==> config.mk <==
export PLATFORM = sky130hd
export DESIGN_NAME = cmv_spi_sequencer
export DESIGN_NICKNAME = d
export VERILOG_FILES = /design/src/rtl/cmv_spi_pkg.sv /design/src/rtl/cmv_init_rom.sv /design/src/rtl/cmv_spi_sequencer.sv
export SDC_FILE = /design/constraint.sdc
export NUM_CORES = 1
export LEC_CHECK = 0
export ABC_AREA = 1
export CAP_MARGIN = 5
export CORE_MARGIN = 2
export CORE_UTILIZATION = 46
export DETAILED_ROUTE_END_ITERATION = 10
export PLACE_DENSITY_LB_ADDON = 0.3
export SLEW_MARGIN = 30
export SYNTH_ARGS = -nofsm -noshare
export SYNTH_HDL_FRONTEND = slang
export SYNTH_SLANG_ARGS = --single-unit
==> constraint.sdc <==
create_clock -name FSM_Clk -period 2.6 [get_ports FSM_Clk]
set_input_delay 0.65 -clock FSM_Clk [delete_from_list [all_inputs] [get_ports FSM_Clk]]
set_output_delay 0.65 -clock FSM_Clk [all_outputs]
set_load 0.05 [all_outputs]
==> src/rtl/cmv_spi_pkg.sv <==
// Shared types and constants for the CMV SPI init/host sequencer.
package cmv_spi_pkg;

    typedef enum logic [3:0] {
        ST_QUIET   = 4'd0,
        ST_IDLE    = 4'd1,
        ST_LOAD    = 4'd2,
        ST_ISSUE   = 4'd3,
        ST_WAIT    = 4'd4,
        ST_RELEASE = 4'd5,
        ST_NEXT    = 4'd6,
        ST_DONE    = 4'd7,
        ST_ERROR   = 4'd8
    } seq_state_t;

    typedef struct packed {
        logic [6:0] addr;
        logic [7:0] data;
    } rom_entry_t;

    localparam logic CTRL_WRITE = 1'b1;
    localparam logic CTRL_READ  = 1'b0;

    localparam int GAP_DEFAULT     = 4;
    localparam int QUIET_DEFAULT   = 72;
    localparam int TIMEOUT_DEFAULT = 200;

    // Completion flag that belongs to the frame currently on the engine.
    function automatic logic sel_flag(input logic ctrl, input logic wr_done, input logic rd_done);
        return (ctrl == CTRL_WRITE) ? wr_done : rd_done;
    endfunction

endpackage

==> src/rtl/cmv_init_rom.sv <==
// Sensor register init table; entries at or beyond N_REGS read as zero.
module cmv_init_rom
    import cmv_spi_pkg::*;
#(
    parameter int N_REGS = 16
) (
    input  logic [6:0] index,
    output rom_entry_t entry
);

    rom_entry_t table_s;

    // Table lookup by index.
    always_comb begin
        table_s = {7'h00, 8'h00};
        case (index)
            7'd0:    table_s = {7'h39, 8'h08};
            7'd1:    table_s = {7'h44, 8'h02};
            7'd2:    table_s = {7'h66, 8'hAA};
            7'd3:    table_s = {7'h4A, 8'h6E};
            7'd4:    table_s = {7'h52, 8'h01};
            7'd5:    table_s = {7'h59, 8'h40};
            7'd6:    table_s = {7'h5C, 8'h03};
            7'd7:    table_s = {7'h60, 8'h20};
            7'd8:    table_s = {7'h61, 8'h07};
            7'd9:    table_s = {7'h62, 8'h38};
            7'd10:   table_s = {7'h63, 8'h3C};
            7'd11:   table_s = {7'h67, 8'h55};
            7'd12:   table_s = {7'h6A, 8'h0F};
            7'd13:   table_s = {7'h6D, 8'h62};
            7'd14:   table_s = {7'h73, 8'h11};
            7'd15:   table_s = {7'h76, 8'h1D};
            default: table_s = {7'h00, 8'h00};
        endcase
    end

    assign entry = (int'(index) < N_REGS) ? table_s : {7'h00, 8'h00};

endmodule

==> src/rtl/cmv_spi_sequencer.sv <==
// Walks the sensor init table over the SPI bit-engine (optionally verifying
// each write by readback) and serves single host accesses when idle.
module cmv_spi_sequencer
    import cmv_spi_pkg::*;
#(
    parameter int N_REGS       = 16,
    parameter int VERIFY       = 1,
    parameter int GAP_CYCLES   = GAP_DEFAULT,
    parameter int QUIET_CYCLES = QUIET_DEFAULT,
    parameter int TIMEOUT      = TIMEOUT_DEFAULT
) (
    input  logic       FSM_Clk,
    input  logic       reset,
    input  logic       init_start,
    output logic       init_busy,
    output logic       init_done,
    output logic       init_error,
    output logic [6:0] err_index,
    output logic [7:0] err_rdata,
    input  logic       host_req,
    input  logic       host_rw,
    input  logic [6:0] host_addr,
    input  logic [7:0] host_wdata,
    output logic [7:0] host_rdata,
    output logic       host_done,
    output logic       spi_start,
    output logic       spi_control,
    output logic [6:0] spi_address,
    output logic [7:0] spi_wdata,
    input  logic [7:0] spi_rdata,
    input  logic       spi_write_complete,
    input  logic       spi_read_complete
);

    localparam logic [15:0] QUIET_LOAD = 16'(QUIET_CYCLES);
    localparam logic [7:0]  GAP_LOAD   = 8'(GAP_CYCLES - 1);
    localparam logic [7:0]  TO_LAST    = 8'(TIMEOUT - 1);
    localparam logic [6:0]  LAST_INDEX = 7'(N_REGS - 1);

    seq_state_t  state_r, state_s;
    logic [15:0] quiet_cnt_r, quiet_cnt_s;
    logic [7:0]  gap_cnt_r, gap_cnt_s;
    logic [7:0]  to_cnt_r, to_cnt_s;
    logic [6:0]  index_r, index_s;
    logic        host_op_r, host_op_s;
    logic        readback_r, readback_s;
    logic        ctrl_r, ctrl_s;
    logic [6:0]  addr_r, addr_s;
    logic [7:0]  wdata_r, wdata_s;
    logic [7:0]  rdata_r, rdata_s;
    logic        init_busy_r, init_busy_s;
    logic        init_done_r, init_done_s;
    logic        init_error_r, init_error_s;
    logic [6:0]  err_index_r, err_index_s;
    logic [7:0]  err_rdata_r, err_rdata_s;
    logic [7:0]  host_rdata_r, host_rdata_s;
    logic        host_done_r, host_done_s;
    logic        spi_start_r;
    rom_entry_t  rom_entry_s;
    logic        flag_s;
    logic        to_hit_s;

    cmv_init_rom #(.N_REGS(N_REGS)) u_rom (
        .index (index_r),
        .entry (rom_entry_s)
    );

    assign flag_s   = sel_flag(ctrl_r, spi_write_complete, spi_read_complete);
    assign to_hit_s = (to_cnt_r >= TO_LAST);

    // Next-state and next-output computation for the sequencer.
    always_comb begin
        state_s      = state_r;
        quiet_cnt_s  = quiet_cnt_r;
        gap_cnt_s    = gap_cnt_r;
        to_cnt_s     = to_cnt_r;
        index_s      = index_r;
        host_op_s    = host_op_r;
        readback_s   = readback_r;
        ctrl_s       = ctrl_r;
        addr_s       = addr_r;
        wdata_s      = wdata_r;
        rdata_s      = rdata_r;
        init_busy_s  = init_busy_r;
        init_done_s  = init_done_r;
        init_error_s = init_error_r;
        err_index_s  = err_index_r;
        err_rdata_s  = err_rdata_r;
        host_rdata_s = host_rdata_r;
        host_done_s  = 1'b0;
        case (state_r)
            ST_QUIET: begin
                if (quiet_cnt_r == 16'd0) begin
                    state_s = ST_IDLE;
                end else begin
                    quiet_cnt_s = quiet_cnt_r - 16'd1;
                end
            end
            ST_IDLE: begin
                if (init_start) begin
                    index_s      = 7'd0;
                    host_op_s    = 1'b0;
                    init_busy_s  = 1'b1;
                    init_done_s  = 1'b0;
                    init_error_s = 1'b0;
                    state_s      = ST_LOAD;
                end else if (host_req) begin
                    host_op_s = 1'b1;
                    ctrl_s    = host_rw;
                    addr_s    = host_addr;
                    wdata_s   = host_wdata;
                    rdata_s   = 8'h00;
                    to_cnt_s  = 8'd0;
                    state_s   = ST_ISSUE;
                end else begin
                    state_s = ST_IDLE;
                end
            end
            ST_LOAD: begin
                ctrl_s     = CTRL_WRITE;
                addr_s     = rom_entry_s.addr;
                wdata_s    = rom_entry_s.data;
                rdata_s    = 8'h00;
                readback_s = 1'b0;
                to_cnt_s   = 8'd0;
                state_s    = ST_ISSUE;
            end
            ST_ISSUE, ST_WAIT: begin
                if ((state_r == ST_WAIT) && flag_s) begin
                    if (ctrl_r == CTRL_READ) begin
                        rdata_s = spi_rdata;
                    end else begin
                        rdata_s = rdata_r;
                    end
                    gap_cnt_s = GAP_LOAD;
                    state_s   = ST_RELEASE;
                end else if (to_hit_s) begin
                    // Host accesses still honour the gap before returning 0xFF.
                    if (host_op_r) begin
                        rdata_s   = 8'hFF;
                        gap_cnt_s = GAP_LOAD;
                        state_s   = ST_RELEASE;
                    end else begin
                        rdata_s = 8'h00;
                        state_s = ST_ERROR;
                    end
                end else begin
                    to_cnt_s = to_cnt_r + 8'd1;
                    // Stale flags from the previous frame must drop before waiting.
                    if ((state_r == ST_ISSUE) && !flag_s) begin
                        state_s = ST_WAIT;
                    end else begin
                        state_s = state_r;
                    end
                end
            end
            ST_RELEASE: begin
                if (gap_cnt_r != 8'd0) begin
                    gap_cnt_s = gap_cnt_r - 8'd1;
                end else if (host_op_r) begin
                    host_done_s  = 1'b1;
                    host_rdata_s = rdata_r;
                    host_op_s    = 1'b0;
                    state_s      = ST_IDLE;
                end else if (readback_r) begin
                    if (rdata_r != wdata_r) begin
                        state_s = ST_ERROR;
                    end else begin
                        state_s = ST_NEXT;
                    end
                end else if (VERIFY != 0) begin
                    ctrl_s     = CTRL_READ;
                    readback_s = 1'b1;
                    to_cnt_s   = 8'd0;
                    state_s    = ST_ISSUE;
                end else begin
                    state_s = ST_NEXT;
                end
            end
            ST_NEXT: begin
                if (index_r == LAST_INDEX) begin
                    state_s = ST_DONE;
                end else begin
                    index_s = index_r + 7'd1;
                    state_s = ST_LOAD;
                end
            end
            ST_DONE: begin
                init_done_s = 1'b1;
                init_busy_s = 1'b0;
                state_s     = ST_IDLE;
            end
            ST_ERROR: begin
                init_error_s = 1'b1;
                err_index_s  = index_r;
                err_rdata_s  = rdata_r;
                init_busy_s  = 1'b0;
                state_s      = ST_IDLE;
            end
            default: begin
                quiet_cnt_s = QUIET_LOAD;
                state_s     = ST_QUIET;
            end
        endcase
    end

    // State and output registers; spi_start follows the registered state.
    always_ff @(posedge FSM_Clk) begin
        if (reset) begin
            state_r      <= ST_QUIET;
            quiet_cnt_r  <= QUIET_LOAD;
            gap_cnt_r    <= 8'd0;
            to_cnt_r     <= 8'd0;
            index_r      <= 7'd0;
            host_op_r    <= 1'b0;
            readback_r   <= 1'b0;
            ctrl_r       <= 1'b0;
            addr_r       <= 7'd0;
            wdata_r      <= 8'd0;
            rdata_r      <= 8'd0;
            init_busy_r  <= 1'b0;
            init_done_r  <= 1'b0;
            init_error_r <= 1'b0;
            err_index_r  <= 7'd0;
            err_rdata_r  <= 8'd0;
            host_rdata_r <= 8'd0;
            host_done_r  <= 1'b0;
            spi_start_r  <= 1'b0;
        end else begin
            state_r      <= state_s;
            quiet_cnt_r  <= quiet_cnt_s;
            gap_cnt_r    <= gap_cnt_s;
            to_cnt_r     <= to_cnt_s;
            index_r      <= index_s;
            host_op_r    <= host_op_s;
            readback_r   <= readback_s;
            ctrl_r       <= ctrl_s;
            addr_r       <= addr_s;
            wdata_r      <= wdata_s;
            rdata_r      <= rdata_s;
            init_busy_r  <= init_busy_s;
            init_done_r  <= init_done_s;
            init_error_r <= init_error_s;
            err_index_r  <= err_index_s;
            err_rdata_r  <= err_rdata_s;
            host_rdata_r <= host_rdata_s;
            host_done_r  <= host_done_s;
            spi_start_r  <= (state_s == ST_ISSUE) || (state_s == ST_WAIT);
        end
    end

    assign init_busy   = init_busy_r;
    assign init_done   = init_done_r;
    assign init_error  = init_error_r;
    assign err_index   = err_index_r;
    assign err_rdata   = err_rdata_r;
    assign host_rdata  = host_rdata_r;
    assign host_done   = host_done_r;
    assign spi_start   = spi_start_r;
    assign spi_control = ctrl_r;
    assign spi_address = addr_r;
    assign spi_wdata   = wdata_r;

endmodule

==> metrics.md <==
| Metric | Value |
|---|---|
| Syn avg cell area | `6.76 um^2` |
| Hold Path End | `gap_cnt_r[0]` |
| Area grow syn2layout | `21.6%` |
| Critical R2R Launch | `state_r[2]` |
| Crit share post-route | `0.863` |
| Max-Cap Viols | `0` |
| Async S/R FF share, synth | `0` |
| Slew Limit Fails | `0` |
| Via density per instance | `5.06` |
| Final setup fails | `0` |
| 1st-pass router iterations | `5` |
| Setup crit start | `spi_wdata[0]` |
| CTS Hold Buffers Added | `0` |
| Final setup skew | `13.7 ps` |
| Clock transition at path regs | `80 ps` |
| Starting density of the core | `0.467` |
| Mapped Area | `5830 um^2` |
| WL final | `14.0 mm` |
| Clock latency on the worst-skew pair | `360 ps` |
| IO buf count | `73` |
| Status | `complete, no violations` |
| Setup crit end kind | `primary output` |
| Measured slew at the worst slew-check pin | `711 ps` |
| Vias in the first global route | `5015` |
| Final net count | `978` |
| CTS Buf Count | `9` |
| Critical path's top delay family | `buffers and inverters` |
| Initial antenna violation count | `0` |
| Placer Congestion | `0.926` |
| Fin. Hold Viols | `0` |
| WP data arrival | `1590 ps` |
| Leakage power | `3.15 nW` |
| Crit path cell chain | `clkdlybuf4s50_1` |
| H-tree levels | `3` |
| Adder-Cell Fraction of Synth Area | `0.0258` |
| Final hold slack | `463 ps` |
| Critical Path Max Stage Delay | `830 ps` |
| FF-to-FF setup slack | `370 ps` |
| Slew headroom | `0.526` |
| Worst setup SP type | `flip-flop` |
| Placed Cells | `1097` |
| Simple-gate share of the synthesized area | `0.364` |
| Finished Core Util | `0.568` |
| Worst hold path class | `reg -> reg` |
| Peak VDD IR | `472 uV` |
| Die Height | `117 um` |
| RSZ-0062 raised after global routing | `no` |
| Layout Cells excl Fill | `1113` |
| Share of layout cells above drive strength 1 | `0.0946` |
| Maximum fanout along the worst path | `4` |
| Synth unique cells | `34` |
| Minimum clock period | `2240 ps` |
| Total setup buffers inserted after CTS | `0` |
| Complex-gate fraction of the synthesized area | `0.121` |
| FMAX | `446 MHz` |
| Wire length per cell | `12.6 um` |
| Largest net degree at the start of global routing | `42` |
| Die Wd | `117 um` |
| Post-route setup TNS | `0 ps` |
| Ant. Diodes | `0` |
| Crit path buf inv count | `1` |
| Die area | `13600 um^2` |
| Main combinational cell family by area after synthesis | `simple AND/OR/NAND/NOR gates` |
| Vias | `5627` |
| Reg2reg end | `host_rdata[3]` |
| # IOs | `74` |
| Post-synth EDFFs | `0` |
| Synth Instances | `862` |
| Sequential area share after synthesis | `0.385` |
| Post-synthesis xor/xnor area fraction | `0.0195` |
| Synthesized flop and latch total | `112` |
| Hold path depth | `2` |
| GRT Total Usage | `0.215` |
| Multiplexer share of the synthesized area | `0` |
| First-pass GRT wire length | `23.5 mm` |
| DRT iter0 DRCs | `452` |
| CTS tree | `done` |
| Slowest cell on the critical path | `clkdlybuf4s50_1` |
| CTS root buf | `clkbuf_16` |
| Synth Net Count | `904` |
| Hold Path Origin | `gap_cnt_r[0]` |
| CTS resizes | `0` |
| Site row count | `41` |
| Core area | `12500 um^2` |
| Post-DP HPWL | `10.2 mm` |
| Required @ worst endpoint | `1950 ps` |
| Critical setup path kind | `reg -> out` |
| Sink Count | `112` |
| Worst Reg2Reg Path Length in Cells | `8` |
| Cell Pwr Density | `648 nW/um^2` |
| Antenna viol nets, final | `0` |
| Residual DRC count | `0` |
| Ys flop type | `dfxtp_1` |
| Bufs on Longest Clock Path | `2` |
| Grt ovf | `0` |
| Yosys warns | `0` |
report_power, final:
part / switching (W) / total, W / internal (W)
clock: 0.000719 / 0.00141 / 0.000690
combinational: 0.000789 / 0.00121 / 0.000419
sequential: 0.000115 / 0.00197 / 0.00185
worst max-delay path by stage:
stage          depth (start not counted)            to
2_1_floorplan                         10     flip-flop
3_3_place_gp                          12     flip-flop
3_5_place_dp                          13     flip-flop
4_1_cts                                1  spi_wdata[3]
5_1_grt                               14     flip-flop
6_report                               1  spi_wdata[0]
worst reg2reg max path: cells and delay by family (launching register included):
| kind | cells | cell delay [ps] |
|---|---|---|
| DFF | 1 | 460 |
| and+or+nand+nor | 4 | 1010 |
| AOI/OAI and AO/OA | 2 | 290 |
| buffers and inverters | 2 | 390 |
area by class of cell:
type                    instances  area (um^2)
inverters                      90          338
repair buffers                 94          888
well taps                     172          215
fillers                      1198         5380
clock inverters                 7         81.3
multi-input cells             629         3090
flip-flops and latches        112         2240
clock buffers                   9          225
synthesized netlist by cell type (2+ instances only):
cell type	instances	area share
inv_2	11	0.0071
a21oi_1	58	0.050
nand3_1	103	0.088
ha_1	12	0.026
nor2_2	20	0.021
nor2_1	95	0.061
buf_2	4	0.0034
nor3_4	2	0.0056
nand4_1	7	0.0075
nor3_1	10	0.0086
buf_6	3	0.0058
xnor2_1	2	0.0030
xor2_1	11	0.017
dfxtp_1	112	0.38
o21ai_0	53	0.046
o21ai_1	2	0.0017
nand2_2	6	0.0064
nand3_2	3	0.0052
a31oi_1	16	0.017
inv_1	79	0.051
nand2_1	208	0.13
buf_4	3	0.0039
clkbuf_1	19	0.012
buf_1	2	0.0013
o21a_1	2	0.0026
nand3b_1	7	0.0090
nor2_4	5	0.0097
stage by stage:
stage / area [um^2] / total power (W) / worst slack [ps]
final: 7080 / 0.00459 / 356
after global routing: 7080 / 0.00486 / 103
after CTS: 7080 / 0.00462 / 337
after detailed placement: 6780 / 0.00321 / 12.9
after global placement: 6780 / 0.00320 / 57.5
after floorplan: 5830 / 0.00287 / 470
cells in the final DEF, fill, tap and decap left out, types with 2 or more instances in the layout:
cell type,count
dfxtp_1,112
buf_4,21
nor2_2,21
clkdlybuf4s50_1,73
inv_6,2
nand3_2,3
inv_1,78
nand3_1,103
o21ai_1,2
nand4_1,7
nor3_4,2
a21oi_1,58
xor2_1,11
nor2_1,94
xnor2_1,2
ha_1,12
clkinv_8,2
clkbuf_16,9
nand3b_1,7
inv_8,2
inv_2,11
nor3_1,10
o21a_1,2
nor2_4,5
nand2_1,208
nand2_2,6
o21ai_0,53
a31oi_1,16
logic make-up after synthesis:
| family | Yosys count |
|---|---|
| AO/OA/AOI/OAI | 133 |
| adder cells (fa/ha/maj) | 12 |
| buffers and inverters | 121 |
| XOR/XNOR | 13 |
| flip-flops | 112 |
| AND/OR/NAND/NOR | 471 |
routing by layer:
| metal | track usage | up-vias | part of all wire |
|---|---|---|---|
| met4 | 0.0612 | 0 | 0.019 |
| met5 | 0 | - | 0 |
| met3 | 0.0472 | 20 | 0.044 |
| li1 | - | 2942 | - |
| met1 | 0.304 | 2537 | 0.50 |
| met2 | 0.330 | 128 | 0.44 |
Note: power is estimated with default switching activity, not from simulation.
